`src/rtl/sdrd_slide_seq.sv`:
```
// SD-card slideshow sequencer: request image N, count streamed RGB words, hold, advance.
// All outputs registered (one cycle from sampled input); REQ held until REQ_ACK, RGB_WR accepted every cycle.
module sdrd_slide_seq #(
  parameter int unsigned NUM_IMG     = 8,
  parameter int unsigned IDX_W       = 8,
  parameter int unsigned IMG_WORDS   = 115200,
  parameter int unsigned HOLD_CYC    = 50000000,
  parameter int unsigned TIMEOUT_CYC = 100000000
) (
  input  logic             CLK,
  input  logic             RST_X,
  input  logic             SD_INIT,
  input  logic             ENABLE,
  input  logic             SKIP,
  output logic             REQ,
  output logic [IDX_W-1:0] REQ_IDX,
  input  logic             REQ_ACK,
  input  logic             RGB_WR,
  output logic [23:0]      WORD_CNT,
  output logic             FRAME_DONE,
  output logic             LOAD_ERR,
  output logic [2:0]       STATE
);

  typedef enum logic [2:0] {
    ST_IDLE = 3'd0,
    ST_REQ  = 3'd1,
    ST_LOAD = 3'd2,
    ST_HOLD = 3'd3,
    ST_ERR  = 3'd4
  } state_e;

  localparam logic [23:0]      IMG_LAST  = 24'(IMG_WORDS - 1);
  localparam logic [31:0]      HOLD_LAST = 32'(HOLD_CYC - 1);
  localparam logic [IDX_W-1:0] IDX_LAST  = IDX_W'(NUM_IMG - 1);
  localparam logic [IDX_W-1:0] IDX_ONE   = IDX_W'(1);
  // Watchdog holds (cycles since last strobe - 1); deciding one cycle early
  // makes STATE show ERR exactly TIMEOUT_CYC cycles after the last strobe.
  localparam logic [31:0]      WD_LAST   = 32'((TIMEOUT_CYC > 2) ? (TIMEOUT_CYC - 2) : 0);

  state_e           state_q, state_d;
  logic             req_q, req_d;
  logic [IDX_W-1:0] idx_q, idx_d, idx_next;
  logic [23:0]      cnt_q, cnt_d;
  logic             fd_q, fd_d;
  logic             err_q, err_d;
  logic [31:0]      wdog_q, wdog_d;
  logic [31:0]      hold_q, hold_d;

  assign idx_next = (idx_q == IDX_LAST) ? '0 : idx_q + IDX_ONE;

  always_comb begin
    state_d = state_q;
    idx_d   = idx_q;
    cnt_d   = cnt_q;
    fd_d    = 1'b0;
    err_d   = err_q;
    wdog_d  = wdog_q;
    hold_d  = '0;
    case (state_q)
      ST_IDLE: begin
        if (ENABLE) state_d = ST_REQ;
      end
      ST_REQ: begin
        if (REQ_ACK) begin
          state_d = ST_LOAD;
          cnt_d   = '0;
          wdog_d  = '0;
        end
      end
      ST_LOAD: begin
        // A strobe always beats an expiring watchdog.
        if (RGB_WR) begin
          cnt_d  = cnt_q + 24'd1;
          wdog_d = '0;
          if (cnt_q == IMG_LAST) begin
            fd_d    = 1'b1;
            err_d   = 1'b0;
            idx_d   = idx_next;
            state_d = ST_HOLD;
          end
        end else if (wdog_q >= WD_LAST) begin
          state_d = ST_ERR;
        end else begin
          wdog_d = wdog_q + 32'd1;
        end
      end
      ST_HOLD: begin
        if (SKIP || (hold_q == HOLD_LAST)) begin
          state_d = ENABLE ? ST_REQ : ST_IDLE;
        end else begin
          hold_d = hold_q + 32'd1;
        end
      end
      ST_ERR: begin
        err_d   = 1'b1;
        idx_d   = idx_next;
        state_d = ENABLE ? ST_REQ : ST_IDLE;
      end
      default: state_d = ST_IDLE;
    endcase
    // Losing the card restarts the show from image 0; LOAD_ERR is left alone.
    if (!SD_INIT) begin
      state_d = ST_IDLE;
      idx_d   = '0;
      cnt_d   = '0;
      fd_d    = 1'b0;
      wdog_d  = '0;
      hold_d  = '0;
    end
    req_d = (state_d == ST_REQ);
  end

  always_ff @(posedge CLK or negedge RST_X) begin
    if (!RST_X) begin
      state_q <= ST_IDLE;
      req_q   <= 1'b0;
      idx_q   <= '0;
      cnt_q   <= '0;
      fd_q    <= 1'b0;
      err_q   <= 1'b0;
      wdog_q  <= '0;
      hold_q  <= '0;
    end else begin
      state_q <= state_d;
      req_q   <= req_d;
      idx_q   <= idx_d;
      cnt_q   <= cnt_d;
      fd_q    <= fd_d;
      err_q   <= err_d;
      wdog_q  <= wdog_d;
      hold_q  <= hold_d;
    end
  end

  assign STATE      = state_q;
  assign REQ        = req_q;
  assign REQ_IDX    = idx_q;
  assign WORD_CNT   = cnt_q;
  assign FRAME_DONE = fd_q;
  assign LOAD_ERR   = err_q;

endmodule

```
`config.mk`:
```
export PLATFORM = sky130hd
export DESIGN_NAME = sdrd_slide_seq
export DESIGN_NICKNAME = d
export VERILOG_FILES = /design/src/rtl/sdrd_slide_seq.sv
export SDC_FILE = /design/constraint.sdc
export NUM_CORES = 1
export LEC_CHECK = 0
export BUFFER_PORTS_ARGS = -buffer_cell sky130_fd_sc_hd__clkbuf_2
export CAP_MARGIN = 25
export CORE_UTILIZATION = 50
export DETAILED_ROUTE_END_ITERATION = 8
export PLACE_DENSITY = 0.69
export SLEW_MARGIN = 20
export SYNTH_ARGS = -nofsm -noshare
export SYNTH_HDL_FRONTEND = slang
export SYNTH_SLANG_ARGS = --single-unit
```
`constraint.sdc`:
```
create_clock -name CLK -period 4.2 [get_ports CLK]
set_clock_uncertainty 0.15 [all_clocks]
set_input_delay 0.21 -clock CLK [delete_from_list [all_inputs] [get_ports CLK]]
set_output_delay 0.21 -clock CLK [all_outputs]
set_load 0.05 [all_outputs]
```
==> metrics.md, run 1 <==
| Metric | Value |
|---|---|
| Total power | 1.86 mW |
| Finished Core Util | 57.5% |
| Max Cap Viol | 0 |
| Core Footprint | 10,400 µm² |
| Setup CP Type | flop to flop |
| Clock buffer count from CTS | 9 |
| DIE HEIGHT | 106 µm |
| Gr usage total | 21.4% |
| FP Rows | 37 |
| Pwr per Cell Area | 311 nW/µm² |
| Synth Instances | 584 |
| Synth-to-Final Area Change | 10.4% |
| Post-synth ARST share | 100% |
| Syn nets | 596 |
| CTS H-Tree Depth | 3 |
| Initial DRC Count | 358 |
| Syn Area/Cell | 9.29 µm² |
| Critical-path top delay cell | dfrtp_1 |
| Post-synth EDFFs | 0 |
| Slew Limit Fails | 0 |
| Worst-Skew Late Latency | 0.37 ns |
| Register-to-register setup slack | 1.47 ns |
| Number of distinct library cells after synthesis | 60 |
| Diodes inserted | 0 |
| CP delay by family, top | simple AND/OR/NAND/NOR gates |
| Final wirelength | 11,800 µm |
| Post-synthesis cell area | 5430 µm² |
| Fin Setup TNS | 0 ns |
| Initial antenna violation count | 0 |
| WP data arrival | 2.82 ns |
| Routed wire length per instance | 15.4 µm |
| Critical path cell sequence | and3b_1 > o21bai_2 > nand2_1 > a21oi_2 > nand2b_1 > o221ai_1 |
| Crit path required time | 4.29 ns |
| Slowest stage delay, CP | 0.49 ns |
| Starting density of the core | 52.1% |
| Number of setup buffers added after CTS | 0 |
| Via count | 4,456 |
| Status | finished, final reports clean |
| GRT met3 Usage | 4.23% |
| GR Overflow Total | 0 |
| Hold Path Class | input port to flop |
| Crit end category | flop |
| GP Congestion | 0.840 |
| IO Pins | 45 |
| Worst Path Max Fanout | 17 |
| DRC Markers | 0 |
| Predominant post-synthesis flop cell | dfrtp_1 |
| Flops & latches, synth | 102 |
| Worst-margin pin slew | 0.997 ns |
| Endpoints failing setup | 0 |
| CTS Sinks | 102 |
| Slew Limit Headroom | 33.3% |
| # port buffers | 44 |
| Critical Path Start Type | flop |
| Largest net degree at the start of global routing | 69 |
| Clock-pin slew on the worst setup and hold paths | 0.11 ns |
| Die X | 106 µm |
| Sequential fraction of the synthesis area | 47.0% |
| Fill cell count | 895 |
| Fin nets | 637 |
| Vias in the first global route | 4,079 |
| GRT busiest layer | met2 |
| Layout cell share with drive strength beyond 1 | 12.9% |
| YS warnings | 0 |
| Leak Pwr | 2.50 nW |
| Root buf cell | clkbuf_8 |
| Drt pass-1 iters | 5 |
| Final hold violations | 0 |
| Die ar. | 11,300 µm² |
| RSZ-0062 raised after global routing | no |
| Met1 usage in global routing | 28.4% |
| DR vias/cell | 5.82 |
| Final ANT Viol Nets | 0 |
| TritonCTS clock tree | yes |
| Worst VDD drop | 0.211 mV |
| Maximum operating frequency | 367 MHz |
| Crit path buffers/inverters | 0 |
| Met2 usage | 35.1% |
| First-pass GRT wire length | 19,500 µm |
| Max Buffers Root-to-Sink | 2 |
| Min Tclk post-route | 2.73 ns |
| Fin crit share | 64.9% |
| Post-DP HPWL | 8000 µm |
[layout by cell type, fill, tap and decap left out, types with 3 or more instances in the layout]
| master | netlist | layout |
|---|---|---|
| a21oi_1 | 29 | 29 |
| a31oi_1 | 5 | 5 |
| and2_1 | 7 | 7 |
| and3_1 | 18 | 18 |
| and4_1 | 9 | 9 |
| buf_4 | 2 | 3 |
| bufinv_16 | 0 | 3 |
| clkbuf_2 | 0 | 43 |
| clkbuf_8 | 2 | 9 |
| dfrtp_1 | 102 | 102 |
| ha_1 | 5 | 5 |
| inv_1 | 11 | 11 |
| mux2i_1 | 3 | 3 |
| nand2_1 | 57 | 57 |
| nand2b_1 | 5 | 5 |
| nand3_1 | 31 | 31 |
| nand4_1 | 16 | 16 |
| nand4b_1 | 3 | 3 |
| nor2_1 | 77 | 77 |
| nor3_1 | 22 | 22 |
| nor3b_1 | 3 | 3 |
| nor4_1 | 7 | 7 |
| nor4b_1 | 3 | 3 |
| o21a_1 | 3 | 3 |
| o21ai_0 | 38 | 38 |
| o31ai_1 | 9 | 9 |
| o41ai_1 | 3 | 3 |
| or3_1 | 12 | 12 |
| or4_1 | 3 | 3 |
| xnor2_1 | 25 | 25 |
| xor2_1 | 22 | 22 |
[worst reg2reg max path, cell delays in order (launching register included)]
cell      delay, ns
dfrtp_1        0.49
and3b_1        0.26
o21bai_2       0.37
nand2_1        0.48
a21oi_2        0.26
nand2b_1       0.42
o221ai_1       0.17
[metal layers]
layer	wire [µm]	up-vias
met4	156	0
met5	0	-
met3	399	19
met1	5580	2176
li1	-	2171
met2	5690	90
[stage by stage]
step	instance area (µm²)	instances	worst slack, ns	hold slack [ns]
floorplan	5430	584	1.68	-0.236
global placement	5730	748	1.59	0.238
detailed placement	5730	748	1.45	0.236
CTS	5980	765	1.46	0.106
global route	5990	766	1.23	0.147
finish	5990	766	1.47	0.124
[what timing repair did]
action,4_1_cts,5_1_grt
resized for setup,0,0
endpoints found under the hold margin,67,0
hold buffers,1,0
[registers in the layout (all words and copies together), names as in the netlist]
name / cells
REQ_IDX: 8
REQ: 1
wdog_q: 32
FRAME_DONE: 1
STATE: 3
hold_q: 32
LOAD_ERR: 1
WORD_CNT: 24
[logic make-up after synthesis]
group	synth area share, %
muxes	0.553
adders and majority gates	1.15
buffers and inverters	2.81
AOI/OAI and AO/OA	11.9
xor gates and xnor gates	7.58
DFF	47.0
and+or+nand+nor	29.0
[synthesized netlist by cell type, types with 5 or more instances]
| master | count | area, µm² |
|---|---|---|
| and2_1 | 7 | 43.8 |
| nand2b_1 | 5 | 31.3 |
| nand2_1 | 57 | 214 |
| a31oi_1 | 5 | 31.3 |
| dfrtp_1 | 102 | 2550 |
| a21oi_1 | 29 | 145 |
| clkbuf_1 | 10 | 37.5 |
| or3_1 | 12 | 75.1 |
| nor3_1 | 22 | 110 |
| xnor2_1 | 25 | 219 |
| o21ai_0 | 38 | 190 |
| nand3_1 | 31 | 155 |
| inv_1 | 11 | 41.3 |
| nand4_1 | 16 | 100 |
| nor2_1 | 77 | 289 |
| and4_1 | 9 | 78.8 |
| nor4_1 | 7 | 43.8 |
| ha_1 | 5 | 62.6 |
| and3_1 | 18 | 113 |
| xor2_1 | 22 | 193 |
| o31ai_1 | 9 | 67.6 |
[power breakdown]
part	switching [mW]	internal, mW	leakage, nW	total, mW
registers	0.00753	0.986	1.42	0.993
clock network	0.353	0.399	0.120	0.752
logic	0.0919	0.0255	0.961	0.117
total	0.452	1.41	2.50	1.86
[worst paths after layout]
path	start	end	depth (start not counted)
hold reg to reg	wdog_q[5]$_DFFE_PN0P_	wdog_q[5]$_DFFE_PN0P_	1
hold / removal	SKIP	STATE[0]$_DFF_PN0_	5
min in group asynchronous	RST_X	wdog_q[5]$_DFFE_PN0P_	2
setup / recovery	STATE[1]$_DFF_PN0_	wdog_q[16]$_DFFE_PN0P_	6
setup reg to reg	STATE[1]$_DFF_PN0_	wdog_q[16]$_DFFE_PN0P_	6
max in group asynchronous	RST_X	WORD_CNT[11]$_DFFE_PN0P_	3
[area by class of cell]
cell class / count / area, µm² / share of cell area (%)
Clock buffer: 9 / 124 / 2.07
Inverter: 12 / 46.3 / 0.772
Sequential cell: 102 / 2550 / 42.6
Tap cell: 136 / 170 / 2.84
Timing Repair Buffer: 48 / 259 / 4.32
Clock inverter: 7 / 120 / 2.00
Multi-Input combinational cell: 452 / 2720 / 45.4
Power figures use the tool's default switching activity.
==> run 2, diff against run 1 <==
--- a/config.mk
+++ b/config.mk
@@ -9,7 +9,7 @@
 export CAP_MARGIN = 25
 export CORE_UTILIZATION = 50
 export DETAILED_ROUTE_END_ITERATION = 8
-export PLACE_DENSITY = 0.69
+export PLACE_DENSITY = 0.71
 export SLEW_MARGIN = 20
 export SYNTH_ARGS = -nofsm -noshare
 export SYNTH_HDL_FRONTEND = slang
==> constraint.sdc (replaced) <==
create_clock -name CLK -period 2.5 [get_ports CLK]
set_clock_uncertainty 0.15 [all_clocks]
set_input_delay 0.125 -clock CLK [delete_from_list [all_inputs] [get_ports CLK]]
set_output_delay 0.125 -clock CLK [all_outputs]
set_load 0.05 [all_outputs]
==> metrics.md, run 2 (same netlist as run 1, synthesis figures left out) <==
| Metric | Value |
|---|---|
| Crit end category | flop |
| Worst R2R Start | WORD_CNT[0]$_DFFE_PN0P_ |
| Via count | 4,544 |
| # port buffers | 44 |
| Min Tclk post-route | 2.34 ns |
| Fill cell count | 918 |
| Total power | 2.96 mW |
| Max Cap Viol | 0 |
| Worst-Skew Late Latency | 0.38 ns |
| Finished Core Util | 59.0% |
| GP Congestion | 0.867 |
| Hold Crit Endpoint | STATE[0]$_DFF_PN0_ |
| Fin nets | 659 |
| Drt pass-1 iters | 5 |
| Clock buffer count from CTS | 9 |
| Clock-pin slew on the worst setup and hold paths | 0.09 ns |
| GR Overflow Total | 0 |
| Setup CP Type | flop to flop |
| Worst VDD drop | 0.400 mV |
| Hold depth | 5 |
| Synth-to-Final Area Change | 13.3% |
| Starting density of the core | 52.1% |
| GRT busiest layer | met2 |
| Maximum operating frequency | 427 MHz |
| Met2 usage | 37.8% |
| GRT met3 Usage | 5.89% |
| Most common cell after layout, fill and taps aside | dfrtp_1 |
| Endpoints failing setup | 0 |
| Die ar. | 11,300 µm² |
| Leak Pwr | 2.60 nW |
| Gr usage total | 23.0% |
| WP data arrival | 2.50 ns |
| DRC Markers | 0 |
| Worst Path Max Fanout | 6 |
| Slew Limit Headroom | 63.0% |
| Crit path required time | 2.66 ns |
| Initial DRC Count | 308 |
| CTS Sinks | 102 |
| Fin Setup TNS | 0 ns |
| Max Buffers Root-to-Sink | 2 |
| Final ANT Viol Nets | 0 |
| Worst-case reg-to-reg path depth | 7 |
| Layout cell share with drive strength beyond 1 | 16.4% |
| CTS H-Tree Depth | 3 |
| Initial antenna violation count | 0 |
| Met1 usage in global routing | 29.2% |
| Fin crit share | 93.7% |
| Final hold violations | 0 |
| First-pass GRT wire length | 20,600 µm |
| TritonCTS clock tree | yes |
| R2r endpoint | REQ_IDX[3]$_DFFE_PN0P_ |
| Diodes inserted | 0 |
| Most frequent cells in the layout | 99 x dfrtp_1, 77 x nor2_1, 57 x nand2_1 |
| Fin worst setup slack | 0.157 ns |
| Slew Limit Fails | 0 |
| Largest net degree at the start of global routing | 49 |
| Hold Startpoint | SKIP |
| Multi-input logic area | 2730 µm² |
| Register-to-register setup slack | 0.16 ns |
| RSZ-0062 raised after global routing | no |
| Critical Path Start Type | flop |
| Hold Path Class | input port to flop |
| IO Pins | 45 |
| Die X | 106 µm |
| Core Footprint | 10,400 µm² |
| Status | finished, final reports clean |
| DR vias/cell | 5.77 |
| FP Rows | 37 |
| Worst-margin pin slew | 0.551 ns |
| Post-DP HPWL | 8560 µm |
| Pwr per Cell Area | 481 nW/µm² |
| Sequential Area | 2560 µm² |
| DIE HEIGHT | 106 µm |
| Root buf cell | clkbuf_8 |
| Routed wire length per instance | 15.4 µm |
| Pre-CTS WS | 0.146 ns |
| Vias in the first global route | 4,396 |
| Final wirelength | 12,100 µm |
-- run 2: changes by cell type in the layout (fill, tap and decap cells not counted), moves of 2 or more --
| cell | before | now |
|---|---|---|
| buf_12 | 0 | 2 |
| buf_4 | 3 | 23 |
| bufinv_16 | 3 | 1 |
| clkinv_2 | 2 | 4 |
| dfrtp_1 | 102 | 99 |
| dfrtp_2 | 0 | 3 |
| inv_6 | 2 | 0 |
-- run 2: worst max-delay path by stage --
stage,start,end,cells past startpoint
finish,WORD_CNT[0]$_DFFE_PN0P_,REQ_IDX[3]$_DFFE_PN0P_,7
global route,WORD_CNT[0]$_DFFE_PN0P_,REQ_IDX[3]$_DFFE_PN0P_,7
CTS,wdog_q[0]$_DFFE_PN0P_,REQ$_DFF_PN0_,8
detailed placement,wdog_q[25]$_DFFE_PN0P_,wdog_q[12]$_DFFE_PN0P_,6
global placement,wdog_q[0]$_DFFE_PN0P_,REQ$_DFF_PN0_,8
floorplan,STATE[0]$_DFF_PN0_,wdog_q[16]$_DFFE_PN0P_,8
-- run 2: critical path: stages (launching register included) --
cell and delay (ns):
dfrtp_2 0.40, ha_1 0.24, and4_2 0.31, nand4_4 0.15, nor4b_4 0.36, o21ai_2 0.14, or4_1 0.40, a21oi_1 0.13
-- run 2: per-layer routing --
layer	vias to the layer above	share of wire, %
met5	-	0
met4	0	1.7
met3	21	4.3
met1	2212	45
met2	90	49
li1	2221	-
-- run 2: what timing repair did --
action | CTS | global route
hold buffers | 2 | 0
setup buffers | 0 | 1
endpoints found under the hold margin | 106 | 0
gates resized for setup | 0 | 3
endpoints found under the setup margin | 0 | 12
-- run 2: cell type report --
type,count,area share [%]
inverter,12,0.753
timing repair buffer,70,7.28
tap,136,2.77
multi-input combinational,452,44.4
clock inverter,6,0.997
sequential,102,41.6
clock buffer,10,2.24
-- run 2: power breakdown --
part           switching [mW]  internal (mW)
Clock                   0.572          0.486
Combinational           0.167         0.0684
Sequential            0.00779           1.66
Total                   0.746           2.21
-- run 2: stage by stage --
stage	hold slack (ns)	cells	cell area [µm²]
after global placement	-0.0712	769	5910
after floorplan	-0.321	584	5430
after CTS	0.00787	787	6130
final	0.0432	788	6150
after detailed placement	-0.0709	769	5910
after global routing	0.0556	788	6150
==> run 3, diff against run 2 <==
--- a/config.mk
+++ b/config.mk
@@ -8,6 +8,8 @@
 export BUFFER_PORTS_ARGS = -buffer_cell sky130_fd_sc_hd__clkbuf_2
 export CAP_MARGIN = 25
 export CORE_UTILIZATION = 50
+export CTS_BUF_LIST = sky130_fd_sc_hd__clkbuf_16
+export CTS_CLUSTER_SIZE = 20
 export DETAILED_ROUTE_END_ITERATION = 8
 export PLACE_DENSITY = 0.71
 export SLEW_MARGIN = 20
==> constraint.sdc (replaced) <==
create_clock -name CLK -period 2.5 [get_ports CLK]
set_clock_uncertainty 0.15 [all_clocks]
set_input_delay 0 -clock CLK [delete_from_list [all_inputs] [get_ports CLK]]
set_output_delay 0 -clock CLK [all_outputs]
set_load 0.05 [all_outputs]
==> metrics.md, run 3 (same netlist as run 1, synthesis figures left out) <==
| Metric | Value |
|---|---|
| Leak Pwr | 2.63 nW |
| Pwr per Cell Area | 525 nW/µm² |
| Max Buffers Root-to-Sink | 2 |
| Slowest stage delay, CP | 0.41 ns |
| Slew Limit Headroom | 62.3% |
| Starting density of the core | 52.1% |
| Fin nets | 658 |
| Endpoints failing setup | 0 |
| GR Overflow Total | 0 |
| Status | finished, final reports clean |
| Via count | 4,563 |
| Crit end category | flop |
| Layout cell share with drive strength beyond 1 | 15.5% |
| Min Tclk post-route | 2.38 ns |
| CTS H-Tree Depth | 3 |
| Slew Limit Fails | 0 |
| IO Pins | 45 |
| # port buffers | 44 |
| Critical-path top delay cell | or4_1 |
| Gr usage total | 23.2% |
| Clock buffer count from CTS | 9 |
| Number of setup buffers added after CTS | 0 |
| Pre-CTS WS | 0.0907 ns |
| Max Cap Viol | 0 |
| Initial antenna violation count | 0 |
| Crit path buffers/inverters | 0 |
| Worst-margin pin slew | 0.565 ns |
| Worst VDD drop | 0.383 mV |
| Setup CP Type | flop to flop |
| Fin Setup TNS | 0 ns |
| Largest net degree at the start of global routing | 63 |
| WP data arrival | 2.49 ns |
| Final wirelength | 12,200 µm |
| Post-DP HPWL | 8550 µm |
| Routed wire length per instance | 15.5 µm |
| Initial DRC Count | 285 |
| DIE HEIGHT | 106 µm |
| Critical path cell sequence | ha_1 > and4_2 > nand4_4 > nor4b_4 > o21ai_2 > or4_1 > a21oi_1 |
| Final ANT Viol Nets | 0 |
| Drt pass-1 iters | 4 |
| Crit path required time | 2.61 ns |
| Root buf cell | clkbuf_16 |
| Fin crit share | 95.1% |
| RSZ-0062 raised after global routing | no |
| Synth-to-Final Area Change | 14.9% |
| CP delay by family, top | simple AND/OR/NAND/NOR gates |
| First-pass GRT wire length | 21,000 µm |
| Worst Path Max Fanout | 6 |
| TritonCTS clock tree | yes |
| Critical Path Start Type | flop |
| Clock-pin slew on the worst setup and hold paths | 0.07 ns |
| Core Footprint | 10,400 µm² |
| DR vias/cell | 5.80 |
| Most common cell after layout, fill and taps aside | dfrtp_1 |
| Fin worst setup slack | 0.122 ns |
| Die ar. | 11,300 µm² |
| Final hold violations | 0 |
| FP Rows | 37 |
| Hold Path Class | input port to asynchronous set/reset pin |
| Die X | 106 µm |
| Vias in the first global route | 4,480 |
| Worst-Skew Late Latency | 0.34 ns |
| Diodes inserted | 0 |
| Most frequent cells in the layout | 100 x dfrtp_1, 77 x nor2_1, 57 x nand2_1 |
| GP Congestion | 0.854 |
| DRC Markers | 0 |
| Maximum operating frequency | 421 MHz |
| CTS Sinks | 102 |
run 3: per-layer routing:
metal  wire (µm)  track usage [%]
met4         241             8.63
met1        5480             30.5
met2        6010             38.4
met5           0                0
met3         453             3.80
run 3: power breakdown:
part / total [mW] / internal, mW / switching, mW
logic: 0.236 / 0.0693 / 0.167
clock network: 1.37 / 0.769 / 0.603
registers: 1.67 / 1.66 / 0.00801
total: 3.27 / 2.50 / 0.778
run 3: path summary, 6_finish.rpt:
| check | from | endpoint | slack, ns | cells after the start |
|---|---|---|---|---|
| worst min register to register | wdog_q[5]$_DFFE_PN0P_ | wdog_q[5]$_DFFE_PN0P_ | 0.32 | 1 |
| worst max register to register | WORD_CNT[0]$_DFFE_PN0P_ | REQ_IDX[3]$_DFFE_PN0P_ | 0.12 | 7 |
| worst min-delay path | RST_X | wdog_q[1]$_DFFE_PN0P_ | 0.04 | 2 |
| min in group CLK | ENABLE | STATE[0]$_DFF_PN0_ | 0.04 | 5 |
| worst max-delay path | WORD_CNT[0]$_DFFE_PN0P_ | REQ_IDX[3]$_DFFE_PN0P_ | 0.12 | 7 |
| max in group asynchronous | RST_X | WORD_CNT[19]$_DFFE_PN0P_ | 1.43 | 3 |
run 3: final cells by class:
class	count	area, µm²
Clock buffer	9	225
Multi-Input combinational cell	452	2730
Clock inverter	7	63.8
Inverter	12	46.3
Timing Repair Buffer	69	445
Fill cell	898	4180
Sequential cell	102	2550
Tap cell	136	170
run 3: what timing repair did:
item                                    in CTS  in global routing
endpoints found under the setup margin       0                 13
hold buffers                                 4                  0
gates resized for setup                      0                  2
endpoints found under the hold margin       47                  0
run 3: per-stage QoR:
stage	instance area, µm²	utilization (%)	hold WS, ns	instances	total power [mW]
2_1_floorplan	5430	-	-0.446	584	1.83
3_3_place_gp	5900	56.6	-0.115	767	1.93
3_5_place_dp	5900	56.6	-0.110	767	1.93
4_1_cts	6230	59.8	0.0184	787	3.31
5_1_grt	6240	59.9	0.0691	787	3.39
6_report	6240	59.9	0.0383	787	3.27
